**config.mk**
```make
export PLATFORM = sky130hd
export DESIGN_NAME = branch_predict_ctrl
export DESIGN_NICKNAME = d
export VERILOG_FILES = /design/src/rtl/bpu_pkg.sv /design/src/rtl/bpu_table.sv /design/src/rtl/branch_predict_ctrl.sv
export SDC_FILE = /design/constraint.sdc
export NUM_CORES = 2
export LEC_CHECK = 0
export BUFFER_PORTS_ARGS = -buffer_cell sky130_fd_sc_hd__buf_2
export CORE_AREA = 4 4 670 506
export CTS_CLUSTER_DIAMETER = 40
export DETAILED_ROUTE_END_ITERATION = 10
export DIE_AREA = 0 0 674 510
export PLACE_DENSITY = 0.75
export SLEW_MARGIN = 25
export SYNTH_ARGS = -nofsm -noshare
export SYNTH_HDL_FRONTEND = slang
export SYNTH_SLANG_ARGS = --single-unit
```
**constraint.sdc**
```tcl
create_clock -name clk -period 8.5 [get_ports clk]
set_input_delay 0.425 -clock clk [delete_from_list [all_inputs] [get_ports clk]]
set_output_delay 0.425 -clock clk [all_outputs]
set_load 0.005 [all_outputs]
```
**src/rtl/bpu_pkg.sv**
```systemverilog
// Shared types and helpers for the fetch-side branch predictor: next-PC select
// encoding, 2-bit counter states and saturating arithmetic.
package bpu_pkg;

  typedef enum logic [1:0] {
    PCSEL_SEQ    = 2'b00,
    PCSEL_PRED   = 2'b01,
    PCSEL_EX_TGT = 2'b10,
    PCSEL_EX_SEQ = 2'b11
  } pc_sel_e;

  localparam logic [1:0] CNT_SNT = 2'b00;
  localparam logic [1:0] CNT_WNT = 2'b01;
  localparam logic [1:0] CNT_WT  = 2'b10;
  localparam logic [1:0] CNT_ST  = 2'b11;

  function automatic logic [1:0] sat_inc(input logic [1:0] c);
    return (c == CNT_ST) ? CNT_ST : c + 2'b01;
  endfunction

  function automatic logic [1:0] sat_dec(input logic [1:0] c);
    return (c == CNT_SNT) ? CNT_SNT : c - 2'b01;
  endfunction

  function automatic logic [31:0] sat_inc32(input logic [31:0] v);
    return (v == 32'hFFFF_FFFF) ? v : v + 32'd1;
  endfunction

endpackage

```
**src/rtl/bpu_table.sv**
```systemverilog
// Direct-mapped BTB + 2-bit BHT storage: one combinational read port for fetch
// lookup and one synchronous read-modify-write port that applies a training update.
module bpu_table
  import bpu_pkg::*;
#(
  parameter int         XLEN     = 32,
  parameter int         ENTRIES  = 64,
  parameter logic [1:0] CNT_INIT = CNT_WNT,
  localparam int        IDXW     = $clog2(ENTRIES),
  localparam int        TAGW     = XLEN - IDXW - 2
) (
  input  logic            clk,
  input  logic            reset,
  input  logic [IDXW-1:0] rd_idx,
  output logic            rd_valid,
  output logic [TAGW-1:0] rd_tag,
  output logic [XLEN-1:0] rd_target,
  output logic [1:0]      rd_cnt,
  input  logic            wr_en,
  input  logic [IDXW-1:0] wr_idx,
  input  logic [TAGW-1:0] wr_tag,
  input  logic [XLEN-1:0] wr_target,
  input  logic            wr_taken,
  input  logic            wr_is_jump
);

  logic            valid_q  [ENTRIES];
  logic [1:0]      cnt_q    [ENTRIES];
  logic [TAGW-1:0] tag_q    [ENTRIES];
  logic [XLEN-1:0] target_q [ENTRIES];

  logic       wr_hit;
  logic       wr_valid_d;
  logic [1:0] wr_cnt_d;
  logic       wr_meta;

  assign rd_valid  = valid_q[rd_idx];
  assign rd_tag    = tag_q[rd_idx];
  assign rd_target = target_q[rd_idx];
  assign rd_cnt    = cnt_q[rd_idx];

  assign wr_hit = valid_q[wr_idx] && (tag_q[wr_idx] == wr_tag);

  // A taken resolution that misses (or finds a different tag) reallocates the
  // entry: branches start weakly taken, jumps strongly taken.
  always_comb begin
    wr_valid_d = valid_q[wr_idx];
    wr_cnt_d   = cnt_q[wr_idx];
    wr_meta    = 1'b0;
    if (wr_taken) begin
      wr_valid_d = 1'b1;
      wr_meta    = 1'b1;
      if (wr_is_jump) begin
        wr_cnt_d = CNT_ST;
      end else if (wr_hit) begin
        wr_cnt_d = sat_inc(cnt_q[wr_idx]);
      end else begin
        wr_cnt_d = CNT_WT;
      end
    end else if (wr_hit) begin
      wr_cnt_d = sat_dec(cnt_q[wr_idx]);
    end
  end

  always_ff @(posedge clk) begin
    if (reset) begin
      for (int i = 0; i < ENTRIES; i++) begin
        valid_q[i] <= 1'b0;
        cnt_q[i]   <= CNT_INIT;
      end
    end else if (wr_en) begin
      valid_q[wr_idx] <= wr_valid_d;
      cnt_q[wr_idx]   <= wr_cnt_d;
    end
  end

  // Tag/target need no reset: they are only observed through a set valid bit.
  always_ff @(posedge clk) begin
    if (!reset && wr_en && wr_meta) begin
      tag_q[wr_idx]    <= wr_tag;
      target_q[wr_idx] <= wr_target;
    end
  end

endmodule

```
**src/rtl/branch_predict_ctrl.sv**
```systemverilog
// Fetch-side branch predictor and PC-redirect controller: BTB/BHT lookup on the
// IF PC, EX-stage mispredict detection, delayed table training and statistics.
module branch_predict_ctrl
  import bpu_pkg::*;
#(
  parameter int         XLEN     = 32,
  parameter int         ENTRIES  = 64,
  parameter logic [1:0] CNT_INIT = CNT_WNT
) (
  input  logic            clk,
  input  logic            reset,
  input  logic [XLEN-1:0] if_pc,
  output logic            pred_taken,
  output logic [XLEN-1:0] pred_target,
  input  logic            ex_valid,
  input  logic            ex_is_branch,
  input  logic            ex_is_jump,
  input  logic            ex_taken,
  input  logic [XLEN-1:0] ex_pc,
  input  logic [XLEN-1:0] ex_target,
  input  logic            ex_pred_taken,
  input  logic [XLEN-1:0] ex_pred_target,
  output logic [1:0]      pc_sel,
  output logic            flush,
  output logic [31:0]     stat_branches,
  output logic [31:0]     stat_mispred
);

  localparam int IDXW = $clog2(ENTRIES);
  localparam int TAGW = XLEN - IDXW - 2;

  logic [IDXW-1:0] if_idx;
  logic [TAGW-1:0] if_tag;
  logic            rd_valid;
  logic [TAGW-1:0] rd_tag;
  logic [XLEN-1:0] rd_target;
  logic [1:0]      rd_cnt;
  logic            rd_hit;

  logic    res;
  logic    mispred;
  pc_sel_e sel;

  logic            upd_valid_q;
  logic [IDXW-1:0] upd_idx_q;
  logic [TAGW-1:0] upd_tag_q;
  logic [XLEN-1:0] upd_target_q;
  logic            upd_taken_q;
  logic            upd_is_jump_q;

  logic [31:0] stat_branches_q, stat_branches_d;
  logic [31:0] stat_mispred_q, stat_mispred_d;

  logic unused_pc_bits;
  assign unused_pc_bits = ^{if_pc[1:0], ex_pc[1:0]};

  assign if_idx = if_pc[IDXW+1:2];
  assign if_tag = if_pc[XLEN-1:IDXW+2];

  bpu_table #(
    .XLEN     (XLEN),
    .ENTRIES  (ENTRIES),
    .CNT_INIT (CNT_INIT)
  ) u_table (
    .clk        (clk),
    .reset      (reset),
    .rd_idx     (if_idx),
    .rd_valid   (rd_valid),
    .rd_tag     (rd_tag),
    .rd_target  (rd_target),
    .rd_cnt     (rd_cnt),
    .wr_en      (upd_valid_q),
    .wr_idx     (upd_idx_q),
    .wr_tag     (upd_tag_q),
    .wr_target  (upd_target_q),
    .wr_taken   (upd_taken_q),
    .wr_is_jump (upd_is_jump_q)
  );

  assign rd_hit      = rd_valid && (rd_tag == if_tag);
  assign pred_taken  = rd_hit && rd_cnt[1];
  assign pred_target = rd_hit ? rd_target : '0;

  // A taken resolution is also wrong when it went to a different target.
  assign res     = ex_valid && (ex_is_branch || ex_is_jump);
  assign mispred = res && ((ex_taken != ex_pred_taken) ||
                           (ex_taken && (ex_target != ex_pred_target)));
  assign flush   = mispred;

  always_comb begin
    sel = PCSEL_SEQ;
    if (mispred && ex_taken) begin
      sel = PCSEL_EX_TGT;
    end else if (mispred) begin
      sel = PCSEL_EX_SEQ;
    end else if (pred_taken) begin
      sel = PCSEL_PRED;
    end
  end
  assign pc_sel = sel;

  always_ff @(posedge clk) begin
    if (reset) begin
      upd_valid_q <= 1'b0;
    end else begin
      upd_valid_q <= res;
    end
  end

  always_ff @(posedge clk) begin
    if (res) begin
      upd_idx_q     <= ex_pc[IDXW+1:2];
      upd_tag_q     <= ex_pc[XLEN-1:IDXW+2];
      upd_target_q  <= ex_target;
      upd_taken_q   <= ex_taken;
      upd_is_jump_q <= ex_is_jump;
    end
  end

  always_comb begin
    stat_branches_d = res ? sat_inc32(stat_branches_q) : stat_branches_q;
    stat_mispred_d  = mispred ? sat_inc32(stat_mispred_q) : stat_mispred_q;
  end

  always_ff @(posedge clk) begin
    if (reset) begin
      stat_branches_q <= '0;
      stat_mispred_q  <= '0;
    end else begin
      stat_branches_q <= stat_branches_d;
      stat_mispred_q  <= stat_mispred_d;
    end
  end

  assign stat_branches = stat_branches_q;
  assign stat_mispred  = stat_mispred_q;

endmodule

```
==> results.md <==
* Met2 usage at 0.435
* GPL Wtd Cong at 0.892
* Initial core utilization at 0.497
* GR Layer Usage met1 at 0.415
* Yosys warning total at 0
* WS Path Type: input port to output port
* Outcome: finished, final reports clean
* Core Area at 0.333 mm^2
* Max VDD drop at 0.000211 V
* Final setup TNS at 0 ns
* IO Pins at 235
* Worst Tran Pin Value at 1.22 ns
* Share of layout cells above drive strength 1 at 0.340
* Post-CTS setup repair buffer count at 0
* Vias in the first global route at 91865
* CTS tree: done
* Most used routing layer: met2
* Rows at 184
* Area leader, netlist: edfxtp_1
* Synthesized cell area at 0.165 mm^2
* CTS buffer count at 429
* Area contributors post-synth: edfxtp_1 (70%), mux4_2 (21%), mux2i_1 (1.5%)
* Leakage power at 59.0 nW
* Worst-skew pair later-pin latency at 0.97 ns
* Max transition margin at 0.185
* Die ar. at 0.344 mm^2
* 1st-iter DRT viols at 18057
* Die W at 674 um
* EDFF count, synth at 3840
* Final setup viols at 0
* Syn_area_per_cell at 21.6 um^2
* H-tree Lvls at 5
* Fin nets at 8343
* Total GRT Usage at 0.306
* Synthesis-to-layout area growth at 13.5%
* Initial antenna violation count at 28
* Final WL at 529000 um
* Max-slew violations at 0
* Dpl ws at 1.62 ns
* Drt via density at 7.17
* Synth Flop Type: edfxtp_1
* Max_cap viols at 0
* Bufs on Longest Clock Path at 4
* Post-DP Area at 0.173 mm^2
* Synth async-reset ratio at 0
* Routed Antenna Nets at 0
* Post-route cell area at 0.188 mm^2
* Unrepaired setup endpoints after global routing: no
* Critical path arrival at 6.66 ns
* Top-area cell type share of the netlist area at 0.697
* Vias post-DR at 93428
* Classification of the worst-slack hold path: input port to flop
* Seq cells post-synth at 3911
* Critical Path Start Type: input port
* First-pass DRT Iterations at 6
* Final hold violations at 0
* First-pass GRT wire length at 730000 um
* Pin count of the biggest net entering global routing at 152
* Maximum fanout along the worst path at 75
* GR Util met3 at 0.123
* Sinks on Clock Net at 3911
* Dpl hpwl at 283000 um
* Critical Path RT at 8.08 ns
* Die height at 510 um
* Clock transition at path regs at 0.06 ns
* Skew final at 0.0757 ns
* Clk root buf: clkbuf_16
* Crit path time final at 7.09 ns
* Synth unique cells at 77
* Syn Nets at 7813
* Sequential fraction of the synthesis area at 0.705
* DRC violation count after routing at 0
* Fin worst setup slack at 1.41 ns
* Mapped Cells at 7676
* CP Capture Type: output port
* Final cycle utilization of the critical path at 0.834
* Fillers at 23552
* Drt wl/cell at 40.6 um
* Total grt overflow at 0
* PwrDens at 230 mW/mm^2
* # port buffers at 230
* Max Clock Freq at 0.141 GHz
synth_stat cells (10+ instances only):
cell      number
a211oi_1      26
or3_1         17
buf_1         78
a21oi_1       49
nor3_1        94
and3_1        29
nand4_1       23
o21ai_0       46
mux2_2        31
inv_1         15
nand2_1      210
nor4_1        12
mux2i_1      242
dfxtp_1       71
nand3_1       65
o22ai_1       33
nor2b_1       61
nor2_1       237
buf_4         29
a22oi_1       84
clkbuf_1     215
edfxtp_1    3840
mux4_2      1560
buf_6         32
nand4b_1      68
a32oi_1       10
xnor2_1       66
xor2_1        67
buf_2        152
nand2b_1      80
logic make-up (layout without fill, tap and decap cells):
kind of cell	after synthesis	in the layout	share of synthesized area
xor+xnor	133	133	0.00704
simple gates	950	950	0.0296
buf+inv	529	1410	0.0153
mux	1833	1833	0.229
fa+ha+maj	3	3	0.000212
flops	3911	3911	0.705
compound gates	317	317	0.0133
other cells	0	16	0
registers in the layout, indices dropped and copies added (netlist names), 6 cells and up, named ones only:
name	count
u_table.target_q	2048
u_table.tag_q	1536
u_table.cnt_q	128
u_table.valid_q	64
stat_branches	32
stat_mispred	32
upd_target_q	32
upd_tag_q	24
upd_idx_q	6
worst max-delay path, stage by stage:
cell	delay, ns
buf_8	0.59
buf_4	0.80
mux4_2	0.35
mux2i_1	0.11
mux4_2	0.50
xor2_1	0.50
o21ai_0	0.19
nor4b_1	0.78
nand4_1	0.27
or3_4	0.75
a211oi_1	0.91
buf_2	0.26
cells in the final DEF, fill, tap and decap left out, drive strengths merged, types with 6 or more instances in the layout:
cell / synthesis / layout
mux4: 1560 / 1560
a221oi: 10 / 10
inv: 18 / 78
nor3b: 9 / 9
xnor2: 66 / 66
nor2b: 61 / 61
mux2: 31 / 31
nor3: 94 / 94
o22ai: 34 / 34
clkinv: 2 / 160
or3: 17 / 17
xor2: 67 / 67
clkbuf: 217 / 491
diode: 0 / 16
nor4: 12 / 12
and2: 9 / 9
nand4b: 69 / 69
dlygate4sd3: 0 / 67
edfxtp: 3840 / 3840
nand2: 210 / 210
nand4: 23 / 23
and3: 29 / 29
a21oi: 49 / 49
mux2i: 242 / 242
and4: 7 / 7
o21ai: 47 / 47
buf: 292 / 541
a32oi: 10 / 10
clkinvlp: 0 / 46
nor2: 237 / 237
bufinv: 0 / 27
or3b: 6 / 6
a211oi: 26 / 26
dfxtp: 71 / 71
nand3: 65 / 65
a22oi: 84 / 84
nand2b: 80 / 80
a31oi: 9 / 9
layout make-up:
cell class / instances / area (um^2) / share of cell area
Sequential cell: 3911 / 117000 / 0.621
Multi-Input combinational cell: 3236 / 46800 / 0.249
Clock buffer: 491 / 11000 / 0.0587
Tap cell: 4464 / 5590 / 0.0297
Timing Repair Buffer: 608 / 4830 / 0.0257
Clock inverter: 291 / 2760 / 0.0147
Inverter: 20 / 95.1 / 0.000506
Antenna cell: 16 / 40.0 / 0.000213
per-stage QoR:
stage	hold slack [ns]	instances	utilization	total power, mW
2_1_floorplan	0.457	7676	-	24.1
3_3_place_gp	0.487	12165	0.520	25.2
3_5_place_dp	0.504	12172	0.520	25.3
4_1_cts	0.148	13021	0.564	43.3
5_1_grt	0.198	13024	0.564	44.4
6_report	0.205	13037	0.564	43.3
path summary, 6_finish.rpt:
check | from | endpoint | slack, ns | cells past startpoint
setup / recovery | if_pc[3] | pred_target[1] | 1.41 | 12
hold / removal | ex_target[11] | upd_target_q[11]$_DFFE_PP_ | 0.21 | 2
setup reg to reg | flop | u_table.cnt_q[27][1]$_SDFFCE_PN0P_ | 2.09 | 12
hold reg to reg | stat_mispred[30]$_SDFFE_PP0P_ | stat_mispred[30]$_SDFFE_PP0P_ | 0.52 | 2
timing repair:
item,CTS,global route
resized for setup,0,0
endpoints found under the hold margin,71,0
hold buffers,67,0
report_power, final:
part	leakage [nW]	internal [mW]	total, mW	switching (mW)
Sequential	35.2	21.4	21.5	0.0832
Clock	6.61	10.3	18.3	8.03
Combinational	17.2	1.34	3.52	2.18
Total	59.0	33.0	43.3	10.3
layer usage:
metal	vias to the layer above	routed length (um)	share of wire
li1	34067	-	-
met1	48504	177000	0.33
met2	9187	230000	0.43
met3	1642	93000	0.18
met4	28	29500	0.056
met5	-	278	0.00053
No activity file was read; power rests on OpenSTA's default activity.
